**src/rtl/fpu_sequencer_pkg.sv**
```systemverilog
// fpu_sequencer_pkg: shared constants and types for the FP issue/completion sequencer.
package fp_cons;
    localparam logic [11:0] CSR_FFLAGS = 12'h001;
    localparam logic [11:0] CSR_FRM    = 12'h002;
    localparam logic [11:0] CSR_FCSR   = 12'h003;
    localparam logic [2:0]  RM_RNE = 3'd0;
    localparam logic [2:0]  RM_RTZ = 3'd1;
    localparam logic [2:0]  RM_RDN = 3'd2;
    localparam logic [2:0]  RM_RUP = 3'd3;
    localparam logic [2:0]  RM_RMM = 3'd4;
    localparam logic [2:0]  RM_DYN = 3'd7;
endpackage

package fp_wire;
    typedef enum logic [1:0] {IDLE, WAIT, DRAIN} fp_seq_state_type;

    typedef struct packed {
        logic        issue_valid;
        logic        issue_userm;
        logic        issue_fpuf;
        logic [2:0]  issue_rm;
        logic [4:0]  issue_waddr;
        logic        issue_wren;
        logic        issue_fwren;
        logic        kill;
        logic        exe_ready;
        logic [31:0] exe_result;
        logic [4:0]  exe_flags;
        logic        csr_wen;
        logic [11:0] csr_addr;
        logic [31:0] csr_wdata;
    } fp_seq_in_type;

    typedef struct packed {
        logic        issue_ready;
        logic        exe_enable;
        logic [2:0]  exe_rm;
        logic        wb_valid;
        logic [31:0] wb_data;
        logic [4:0]  wb_waddr;
        logic        wb_wren;
        logic        wb_fwren;
        logic        illegal;
        logic [31:0] csr_rdata;
        logic [2:0]  frm;
        logic [4:0]  fflags;
    } fp_seq_out_type;
endpackage

```
**src/rtl/fp_csr_file.sv**
```systemverilog
// fp_csr_file: frm/fflags storage, CSR write priority over flag accumulation, and read mux.
module fp_csr_file
    import fp_cons::*;
(
    input  logic        clk,
    input  logic        rst,
    input  logic        csr_wen,
    input  logic [11:0] csr_addr,
    input  logic [31:0] csr_wdata,
    input  logic        acc_en,
    input  logic [4:0]  acc_flags,
    output logic [2:0]  frm,
    output logic [4:0]  fflags,
    output logic [31:0] csr_rdata
);
    logic [2:0] frm_q, frm_d;
    logic [4:0] fflags_q, fflags_d;
    logic       wr_ff, wr_frm, wr_fcsr;
    logic       unused_wdata;

    assign wr_ff        = csr_wen & (csr_addr == CSR_FFLAGS);
    assign wr_frm       = csr_wen & (csr_addr == CSR_FRM);
    assign wr_fcsr      = csr_wen & (csr_addr == CSR_FCSR);
    assign unused_wdata = ^csr_wdata[31:8];

    // an explicit fflags/fcsr write overrides flags completing in the same cycle
    always_comb begin
        fflags_d = (wr_ff | wr_fcsr) ? csr_wdata[4:0] : acc_en ? (fflags_q | acc_flags) : fflags_q;
        frm_d    = wr_frm ? csr_wdata[2:0] : wr_fcsr ? csr_wdata[7:5] : frm_q;
    end

    always_ff @(posedge clk or posedge rst) begin
        if (rst) begin
            frm_q    <= '0;
            fflags_q <= '0;
        end else begin
            frm_q    <= frm_d;
            fflags_q <= fflags_d;
        end
    end

    assign frm       = frm_q;
    assign fflags    = fflags_q;
    assign csr_rdata = (csr_addr == CSR_FFLAGS) ? {27'b0, fflags_q} :
                       (csr_addr == CSR_FRM)    ? {29'b0, frm_q} :
                       (csr_addr == CSR_FCSR)   ? {24'b0, frm_q, fflags_q} : 32'b0;
endmodule

```
**src/rtl/fpu_sequencer.sv**
```systemverilog
// fpu_sequencer: issues one FP op at a time to the execute unit, resolves dynamic rm,
// and returns a registered writeback beat while accumulating exception flags.
module fpu_sequencer
    import fp_cons::*;
    import fp_wire::*;
(
    input  logic        clk,
    input  logic        rst,
    input  logic        issue_valid,
    output logic        issue_ready,
    input  logic        issue_userm,
    input  logic        issue_fpuf,
    input  logic [2:0]  issue_rm,
    input  logic [4:0]  issue_waddr,
    input  logic        issue_wren,
    input  logic        issue_fwren,
    input  logic        kill,
    output logic        exe_enable,
    output logic [2:0]  exe_rm,
    input  logic        exe_ready,
    input  logic [31:0] exe_result,
    input  logic [4:0]  exe_flags,
    output logic        wb_valid,
    output logic [31:0] wb_data,
    output logic [4:0]  wb_waddr,
    output logic        wb_wren,
    output logic        wb_fwren,
    output logic        illegal,
    input  logic        csr_wen,
    input  logic [11:0] csr_addr,
    input  logic [31:0] csr_wdata,
    output logic [31:0] csr_rdata,
    output logic [2:0]  frm,
    output logic [4:0]  fflags
);
    fp_seq_state_type state_q, state_d;
    logic [2:0]  exe_rm_q, exe_rm_d, rr;
    logic [4:0]  waddr_q, waddr_d;
    logic        wren_q, wren_d, fwren_q, fwren_d, fpuf_q, fpuf_d;
    logic        wb_valid_q, wb_valid_d, illegal_q, illegal_d;
    logic [31:0] wb_data_q, wb_data_d;
    logic        hs, bad_rm, accept, acc_en;

    assign issue_ready = (state_q == IDLE) & ~kill;
    assign rr          = (issue_rm == RM_DYN) ? frm : issue_rm;
    assign bad_rm      = issue_userm & (rr > RM_RMM);
    assign hs          = issue_valid & issue_ready;
    assign accept      = hs & ~bad_rm;

    always_comb begin
        state_d    = state_q;
        exe_rm_d   = exe_rm_q;
        waddr_d    = waddr_q;
        wren_d     = wren_q;
        fwren_d    = fwren_q;
        fpuf_d     = fpuf_q;
        wb_valid_d = 1'b0;
        wb_data_d  = wb_data_q;
        acc_en     = 1'b0;
        illegal_d  = hs & bad_rm;
        case (state_q)
            IDLE: if (accept) begin
                exe_rm_d   = rr;
                waddr_d    = issue_waddr;
                wren_d     = issue_wren;
                fwren_d    = issue_fwren;
                fpuf_d     = issue_fpuf;
                state_d    = exe_ready ? IDLE : WAIT;
                wb_valid_d = exe_ready;
                wb_data_d  = exe_ready ? exe_result : wb_data_q;
                acc_en     = exe_ready & issue_fpuf;
            end
            WAIT: if (exe_ready) begin
                state_d    = IDLE;
                wb_valid_d = ~kill;
                wb_data_d  = kill ? wb_data_q : exe_result;
                acc_en     = ~kill & fpuf_q;
            end else if (kill) begin
                state_d = DRAIN;
            end
            DRAIN: state_d = exe_ready ? IDLE : DRAIN;
            default: state_d = IDLE;
        endcase
    end

    always_ff @(posedge clk or posedge rst) begin
        if (rst) begin
            state_q    <= IDLE;
            exe_rm_q   <= '0;
            waddr_q    <= '0;
            wren_q     <= 1'b0;
            fwren_q    <= 1'b0;
            fpuf_q     <= 1'b0;
            wb_valid_q <= 1'b0;
            wb_data_q  <= '0;
            illegal_q  <= 1'b0;
        end else begin
            state_q    <= state_d;
            exe_rm_q   <= exe_rm_d;
            waddr_q    <= waddr_d;
            wren_q     <= wren_d;
            fwren_q    <= fwren_d;
            fpuf_q     <= fpuf_d;
            wb_valid_q <= wb_valid_d;
            wb_data_q  <= wb_data_d;
            illegal_q  <= illegal_d;
        end
    end

    // the execute unit sees the resolved rm in the start cycle, then the captured copy
    assign exe_enable = accept;
    assign exe_rm     = accept ? rr : exe_rm_q;
    assign wb_valid   = wb_valid_q;
    assign wb_data    = wb_data_q;
    assign wb_waddr   = waddr_q;
    assign wb_wren    = wb_valid_q & wren_q;
    assign wb_fwren   = wb_valid_q & fwren_q;
    assign illegal    = illegal_q;

    fp_csr_file u_csr (
        .clk       (clk),
        .rst       (rst),
        .csr_wen   (csr_wen),
        .csr_addr  (csr_addr),
        .csr_wdata (csr_wdata),
        .acc_en    (acc_en),
        .acc_flags (exe_flags),
        .frm       (frm),
        .fflags    (fflags),
        .csr_rdata (csr_rdata)
    );
endmodule

```
**config.mk**
```make
export PLATFORM = sky130hd
export DESIGN_NAME = fpu_sequencer
export DESIGN_NICKNAME = d
export VERILOG_FILES = /design/src/rtl/fpu_sequencer_pkg.sv /design/src/rtl/fp_csr_file.sv /design/src/rtl/fpu_sequencer.sv
export SDC_FILE = /design/constraint.sdc
export NUM_CORES = 1
export LEC_CHECK = 0
export BUFFER_PORTS_ARGS = -buffer_cell sky130_fd_sc_hd__buf_2
export CAP_MARGIN = 20
export CORE_MARGIN = 3
export CORE_UTILIZATION = 30
export DETAILED_ROUTE_END_ITERATION = 8
export SYNTH_ARGS = -nofsm -noshare
export SYNTH_HDL_FRONTEND = slang
export SYNTH_SLANG_ARGS = --single-unit
```
**constraint.sdc**
```tcl
create_clock -name clk -period 1.8 [get_ports clk]
set_input_delay 0.09 -clock clk [delete_from_list [all_inputs] [get_ports clk]]
set_output_delay 0.09 -clock clk [all_outputs]
set_load 0.02 [all_outputs]
```
## Word-level counts from Yosys, hierarchy flattened

Index checks and enable logic that the tools add are counted.

| storage, ports and cells | value |
|---|---|
| register bits | 55 |
| output and inout port bits | 86 |
| logic and storage cells | 72 |

| operators by class | value |
|---|---|
| magnitude comparators | 1 |
| eq/ne operators | 11 |
| multiplexer cells | 26 |
| bitwise gates (word level) | 16 |
| reductions and logical operators | 7 |

Operator list:

| kind | number |
|---|---|
| $mux 32 | 6 |
| $pmux 32 s2 | 1 |
| $eq 12x2->1 const B | 2 |
| $and 1x1->1 | 12 |
| $eq 12x1->1 const B | 1 |
| $mux 3 | 4 |
| $mux 5 | 2 |
| $mux 2 | 4 |
| $mux 8 | 1 |
| $ne 2x2->1 const B | 4 |
| $pmux 2 s3 | 1 |
| $reduce_bool 2->1 | 3 |
| $mux 1 | 5 |
| $or 5x5->5 | 1 |
| $reduce_and 5->1 | 1 |
| $pmux 1 s2 | 2 |
| $reduce_and 2->1 | 2 |
| $eq 3x3->1 const B | 1 |
| $gt 3x3->1 const B | 1 |
| $ne 3x3->1 const B | 1 |
| $eq 2x1->1 const B | 1 |
| $eq 2x2->1 const B | 1 |
| $logic_not 2->1 | 1 |
| $not 1->1 | 2 |
| $or 1x1->1 | 1 |

## Longest topological paths before layout

Gate-level depths: netlist (run 1).

| depth | value |
|---|---|
| depth in word-level cells | 10 |
| mapped depth | 10 |

## Modules after synthesis

A second synthesis (run 1) with hierarchy kept.

| unflattened totals | value |
|---|---|
| cells, all modules | 396 |
| area total of the unflattened synthesis | 3584.7 um2 |

By module, submodules not included:

| module | times used | cells an instance | area an instance (um2) | seq. area each (um2) |
|---|---|---|---|---|
| fpu_sequencer | 1 | 307 | 2854.0 | 1176.1 |
| fp_csr_file | 1 | 89 | 730.7 | 200.2 |

## Worst setup path before layout (run 1)

OpenSTA, ideal clock, no wires.

| timing | value |
|---|---|
| path type | register to register |
| start | register state_q[0] |
| end | register fpuf_q |
| setup time | 0.127 ns |
| arrival | 2.062 ns |
| required time | 1.673 ns |
| setup slack | -0.390 ns |
| stages on the path, launching flop included | 11 |
| buffers on the path | 3 |
| period minus slack after synthesis | 2.190 ns |
| path through | dfrtp_1 > inv_1 > ha_1 > buf_2 > nor2b_1 > and2_1 > buf_2 > nand2_4 > inv_2 > buf_6 > mux2_1 |

| on the way | value |
|---|---|
| cells in the longest elaborated chain, start to end | 5 |

Ends and longest elaborated chain:

| item | RTL line | RTL |
|---|---|---|
| start, declared | fpu_sequencer.sv:36 | `fp_seq_state_type state_q, state_d;` |
| start signal, assigned | fpu_sequencer.sv:98 | `state_q <= state_d;` |
| $logic_not 2->1 | fpu_sequencer.sv:44 | `assign issue_ready = (state_q == IDLE) & ~kill;` |
| $and 1x1->1 | fpu_sequencer.sv:44 |  |
| net issue_ready | fpu_sequencer.sv:10 | `output logic issue_ready,` |
| $and 1x1->1 | fpu_sequencer.sv:47 | `assign hs = issue_valid & issue_ready;` |
| $and 1x1->1 | fpu_sequencer.sv:48 | `assign accept = hs & ~bad_rm;` |
| $reduce_and 2->1 (no source line) | -- |  |
| end signal, assigned | fpu_sequencer.sv:103 | `fpuf_q <= fpuf_d;` |
| end, declared | fpu_sequencer.sv:39 | `logic wren_q, wren_d, fwren_q, fwren_d, fpuf_q, fpuf_d;` |

The timed path passes the listed nets, and every way through them passes these cells.
A chain may end at the register's enable or synchronous reset.

## Final worst setup path (run 1)

| timing | value |
|---|---|
| start | register state_q[0] |
| end | output port exe_rm[2] |

| on the way | value |
|---|---|
| cells in the longest elaborated chain, start to end | 5 |

Ends and longest elaborated chain:

| item | RTL line | RTL |
|---|---|---|
| $logic_not 2->1 | fpu_sequencer.sv:44 |  |
| $and 1x1->1 | fpu_sequencer.sv:44 |  |
| $and 1x1->1 | fpu_sequencer.sv:47 |  |
| $and 1x1->1 | fpu_sequencer.sv:48 |  |
| $mux 3 | -- |  |
| end, declared | fpu_sequencer.sv:19 | `output logic [2:0] exe_rm,` |

Every way passes these cells.

==> impl_metrics.csv, run 1 <==
group,metric,value,unit
cells_and_area,n_antenna_cell,0,
placement,place_hpwl,7410,um
cts,cts.clk_slew.worst_paths,70,ps
placement,post-place-cells,641,
pwr,p_total,7.12,mW
worst_setup_path,critPathArrivalTime,1720,ps
cells_and_area,stdcell_count,659,
floorplan,start_util,31.1,%
cells_and_area,drive_gt1_share,39.5,%
timing,hold_viol,0,
cells_and_area,syn_to_final_growth,35.7,%
worst_setup_path,critPathKind,"register to output port",
cts,clk_path_buf_depth,2,
timing,rsz0062_at_grt,"true",
timing,setup_ws,-6.43,ps
grt,first_global_vias,3483,
cells_and_area,fin_nets,620,
routing,ant_nets,0,
floorplan,std_cell_rows,38,
routing,drtPass1Iterations,4,
worst_setup_path,critPathCaptureType,"output port",
run_status,failed_checks,"setup timing",
cts,clk_latency,290,ps
placement,portBuffers,136,
logic_synthesis,netlist_area,3430,um^2
routing,routed_wl,11000,um
cells_and_area,final_common_cell,"buf_2",
cts,root_buffer,"clkbuf_16",
routing,vias_per_cell,5.34,
logic_synthesis,synthFlopType,"dfrtp_1",
worst_setup_path,critPathLaunchType,"register",
logic_synthesis,yosys_warnings,0,
cells_and_area,multiInputGateArea,1900,um^2
timing,slew_violations,0,
cells_and_area,n_fill_cell,1106,
timing,max_freq,554,MHz
logic_synthesis,syn_avg_cell_area,9.12,um^2
timing,fin_skew,4.93,ps
logic_synthesis,synthArstFlopShare,100,%
logic_synthesis,synth_edf_count,0,
run,cap_violations,0,
floorplan,core,11000,um^2
timing,min_period,1810,ps
floorplan,die_w,113,um
pwr,vdd_drop_max,710,uV
routing,drc,0,
grt,track_usage,16.7,%
placement,post_dp_cell_area,4310,um^2
pwr,p_per_area,1530,nW/um^2
routing,vias,3522,
timing,fin_crit_sh,100,%
timing,hold_slack,13.7,ps
worst_setup_path,cp_data_required_time,1710,ps
cts,cts.sinks,55,
routing,routedWlPerCell,16.6,um
cells_and_area,seq_area,1380,um^2
placement,gp_congestion,0.786,
routing,first_iter_violations,211,
run_status,outcome,"finished, violations left",
worst_setup_path,crit_fanout,6,
cells_and_area,stdcell_area,4660,um^2
logic_synthesis,yosysSeqAreaShare,40.1,%
placement,post-place-ws,-75.9,ps
floorplan,die_h,113,um
cells_and_area,post-route-util,42.2,%
grt,grt_max_degree,39,
floorplan,dieArea,12800,um^2
timing,tns,-7.57,ps
grt,grt.overflow.total,0,
cts,cts_buffers,5,
pwr,leakagePower,2.13,nW
cts,cts_tree,"yes",
grt,antenna_found_initial,0,
cells_and_area,mostFrequentLayoutCells,"132 x buf_2, 55 x dfrtp_1, 42 x nand2_1",
logic_synthesis,synth-seq-cells,55,
grt,grt_pass1_wl,17800,um
timing,finalSetupViolCount,2,
worst_hold_path,hold_class,"input port to register",
logic_synthesis,yosysUniqueCellTypes,42,
floorplan,num_io_pins,185,
logic_synthesis,syn_inst,376,
cts,h-tree-depth,2,
cells by family (layout without fill, tap and decap cells):
kind of cell | count (synthesis) | in the layout | share of synthesized area, %
AOI/OAI and AO/OA | 98 | 98 | 18.6
buffers and inverters | 64 | 184 | 10.2
DFF | 55 | 55 | 40.1
adders and majority gates | 3 | 3 | 1.09
and+or+nand+nor | 139 | 139 | 24.8
other | 1 | 24 | 0.109
muxes | 16 | 16 | 5.07
layer usage:
metal | vias to the layer above | track usage [%] | wire (um)
met4 | 0 | 3.53 | 106
met2 | 127 | 27.6 | 5260
met1 | 1733 | 22.8 | 4840
met5 | - | 0 | 0
met3 | 9 | 3.26 | 744
li1 | 1653 | - | -
repair_timing:
| action | 4_1_cts | 5_1_grt |
|---|---|---|
| pin swaps | 5 | 6 |
| hold buffers | 1 | 0 |
| endpoints found under the setup margin | 45 | 41 |
| endpoints found under the hold margin | 18 | 0 |
| setup buffers | 6 | 4 |
| resized for setup | 24 | 24 |
final timing paths:
kind	from	endpoint	slack [ps]	cells past startpoint
max	state_q[0]	exe_rm[2]	-6	8
min	issue_waddr[3]	wb_waddr[3]	10	2
max reg2reg	state_q[0]	wb_data[18]	100	6
min reg2reg	wb_waddr[1]	wb_waddr[1]	480	1
max in group asynchronous	rst	wb_data[20]	890	4
min in group asynchronous	rst	wb_waddr[1]	350	3
registers in the layout, summed over array words and instances, names as in the netlist:
register / flops
wb_waddr: 5
wren_q: 1
u_csr.frm: 3
exe_rm_q: 3
wb_data: 32
wb_valid: 1
fwren_q: 1
state_q: 2
illegal: 1
u_csr.fflags: 5
fpuf_q: 1
report_power, final:
group	switching (mW)	internal, mW	total [mW]
logic	2.42	1.61	4.04
clock network	0.447	0.517	0.963
registers	0.361	1.76	2.12
area by class of cell:
type                            instances  area share [%]
Tap cell                              140            3.76
Inverter                                7           0.725
Sequential cell                        55            29.6
Timing Repair Buffer                  169            22.2
Multi-Input combinational cell        280            40.8
Clock inverter                          1           0.107
Clock buffer                            7            2.85
worst max-delay path, cell delays in order (launching register included):
cell     delay (ps)
dfrtp_1         410
inv_2            80
ha_4            140
nor2b_4         130
and2_4          160
nand2_4          70
buf_6           150
o21ai_4         150
buf_6           130
synthesized netlist by cell type (4+ instances only):
library cell | count | area, um^2
inv_1 | 6 | 22.5
nor2_1 | 4 | 15.0
mux2_2 | 6 | 67.6
and3_1 | 6 | 37.5
buf_2 | 11 | 55.1
nand2_1 | 42 | 158
o21ai_0 | 16 | 80.1
mux2i_1 | 5 | 50.1
mux2_1 | 5 | 56.3
o211ai_1 | 34 | 255
nand4_1 | 33 | 206
a21oi_1 | 35 | 175
nor4b_1 | 32 | 280
and2_1 | 5 | 31.3
clkbuf_1 | 21 | 78.8
buf_4 | 24 | 180
dfrtp_1 | 55 | 1380
Note: power is estimated with default switching activity, not from simulation.
==> run 2: changes to the inputs <==
==> constraint.sdc (replaced) <==
create_clock -name clk -period 1.8 [get_ports clk]
set_input_delay 0.18 -clock clk [delete_from_list [all_inputs] [get_ports clk]]
set_output_delay 0.18 -clock clk [all_outputs]
set_load 0.02 [all_outputs]
==> run 2 against run 1 <==
Against the previous run: the run still ends with setup timing left; power up 1.3%; fmax shrank 3.2%; clock power grew 1%; cell count is 0.30% higher; sequential cell count is the same; first-iteration DRC count up 48%; sequential power about the same; sequential share of layout area decreased by 0.50 points; hold slack gained 93 ps; clock-buffer cell count fell by 1.
==> impl_metrics.csv, run 2 (synthesis gave the netlist of run 1 again) <==
group,metric,value,unit
run_status,outcome,"finished, violations left",
run_status,failed_checks,"setup timing",
worst_setup_path,slowest_stage,"dfrtp_1",
worst_setup_path,path_cells,"inv_2, ha_4, buf_6, nand3b_1, o21ai_1, o21ai_1, buf_4",
floorplan,dieArea,12800,um^2
worst_setup_path,cp_data_required_time,1620,ps
worst_setup_path,path_common_cell,"o21ai_1",
cells_and_area,n_fill_cell,1083,
floorplan,num_io_pins,185,
timing,max_freq,536,MHz
timing,finalSetupViolCount,25,
pwr,p_sw,3.27,mW
pwr,power_frac_comb,57.2,%
worst_setup_path,critPathKind,"register to output port",
routing,vias_per_cell,5.40,
grt,track_usage,16.5,%
cts,cts_buffers,5,
floorplan,die_w,113,um
floorplan,std_cell_rows,38,
cts,cts.clk_slew.worst_paths,70,ps
worst_setup_path,crit_buf_inv,3,
timing,min_period,1870,ps
worst_setup_path,critPathLaunchType,"register",
worst_setup_path,crit_fanout,5,
timing,slew_violations,0,
timing,hold_viol,0,
cells_and_area,seq_area,1380,um^2
pwr,power_frac_clock,13.5,%
worst_setup_path,critPathCaptureType,"output port",
cells_and_area,largest_register_ffs,32,
grt,grt.overflow.total,0,
grt,antenna_found_initial,1,
cts,clk_path_buf_depth,2,
cts,clk_latency,290,ps
timing,fin_crit_sh,104,%
floorplan,start_util,31.1,%
timing,fin_skew,6.89,ps
cells_and_area,drive_gt1_share,39.7,%
worst_setup_path,cpPeakStageDelay,400,ps
pwr,seq_power_share,29.2,%
placement,portBuffers,136,
cells_and_area,fin_nets,622,
timing,relSlewSlack,59.9,%
cts,h-tree-depth,2,
routing,drtPass1Iterations,4,
placement,gp_congestion,0.784,
floorplan,core,11000,um^2
worst_setup_path,r2r_slack,-50,ps
cells_and_area,syn_to_final_growth,38.2,%
cells_and_area,n_antenna_cell,0,
timing,rsz0062_at_grt,"true",
routing,ant_nets,0,
cts,cts_tree,"yes",
pwr,p_total,7.21,mW
routing,routed_wl,11300,um
timing,hold_slack,106,ps
cells_and_area,mostFrequentLayoutCells,"132 x buf_2, 54 x dfrtp_1, 42 x nand2_1",
worst_setup_path,cp_top_family,"flip-flops",
pwr,vdd_drop_max,774,uV
worst_setup_path,critPathArrivalTime,1690,ps
cts,root_buffer,"clkbuf_16",
timing,setup_ws,-67.1,ps
routing,vias,3571,
pwr,swShare,45.4,%
worst_hold_path,hold_class,"input port to register",
timing,tightest_slew,601,ps
routing,first_iter_violations,313,
cts,cts.sinks,55,
cells_and_area,multiInputGateArea,1900,um^2
run,cap_violations,0,
placement,place_hpwl,7240,um
grt,first_global_vias,3468,
pwr,p_int,3.94,mW
cells_and_area,post-route-util,43.0,%
pwr,leakagePower,2.16,nW
floorplan,die_h,113,um
cells_and_area,final_common_cell,"buf_2",
pwr,p_per_area,1520,nW/um^2
routing,routedWlPerCell,17.0,um
grt,grt_max_degree,65,
grt,grt_pass1_wl,17500,um
routing,drc,0,
## run 2: worst register-to-register path, cell delays in order, from the launching register on
cell	delay [ps]
dfrtp_1	420
ha_1	280
and2_2	250
or2_2	330
buf_12	170
a21oi_1	160
o211ai_1	110
## run 2: per-layer routing
layer	track usage [%]	vias to the layer above	part of all wire, %
met3	3.64	4	6.6
li1	-	1651	-
met2	28.8	139	51
met5	0	-	0.062
met4	2.64	2	0.27
met1	21.2	1775	42
## run 2: power by group through the flow
stage	Clock, mW	Combinational (mW)	Sequential (mW)
3_3_place_gp	0	3.65	2.09
6_report	0.976	4.13	2.11
4_1_cts	1.01	3.93	2.11
3_5_place_dp	0	3.74	2.12
2_1_floorplan	0	2.02	2.59
5_1_grt	1.07	4.48	2.19
## run 2: path summary, 6_finish.rpt
kind | startpoint | end | cells past startpoint
worst max-delay path | state_q[1] | exe_rm[0] | 7
worst min-delay path | issue_waddr[3] | wb_waddr[3] | 2
worst max register to register | state_q[0] | wb_data[20] | 6
worst min register to register | wb_waddr[3] | wb_waddr[3] | 1
max in group asynchronous | rst | u_csr.frm[0] | 4
min in group asynchronous | rst | wb_data[7] | 3
## run 2: final cells by class
class	instances	share of cell area, %
multi-input cells	280	40.2
flip-flops and latches	55	29.1
repair buffers	171	23.4
well taps	140	3.69
clock buffers	6	2.72
inverters	7	0.713
clock inverters	2	0.264
## run 2: timing repair
item / 4_1_cts / 5_1_grt
setup endpoints to repair: 20 / 53
pin swaps: 8 / 0
buffers inserted: 9 / 2
cloned: 0 / 2
hold buffers: 1 / 0
endpoints found under the hold margin: 24 / 0
resized for setup: 23 / 14
## run 2: per-stage QoR
| step | area (um^2) | worst slack (ps) | std cells | TNS (ps) |
|---|---|---|---|---|
| after floorplan | 3540 | -111 | 399 | -2010 |
| after global placement | 4310 | 33.2 | 639 | 0 |
| after detailed placement | 4310 | -7.80 | 639 | -7.80 |
| after CTS | 4620 | -31.3 | 657 | -46.9 |
| after global routing | 4740 | -139 | 661 | -2820 |
| final | 4740 | -67.1 | 661 | -503 |
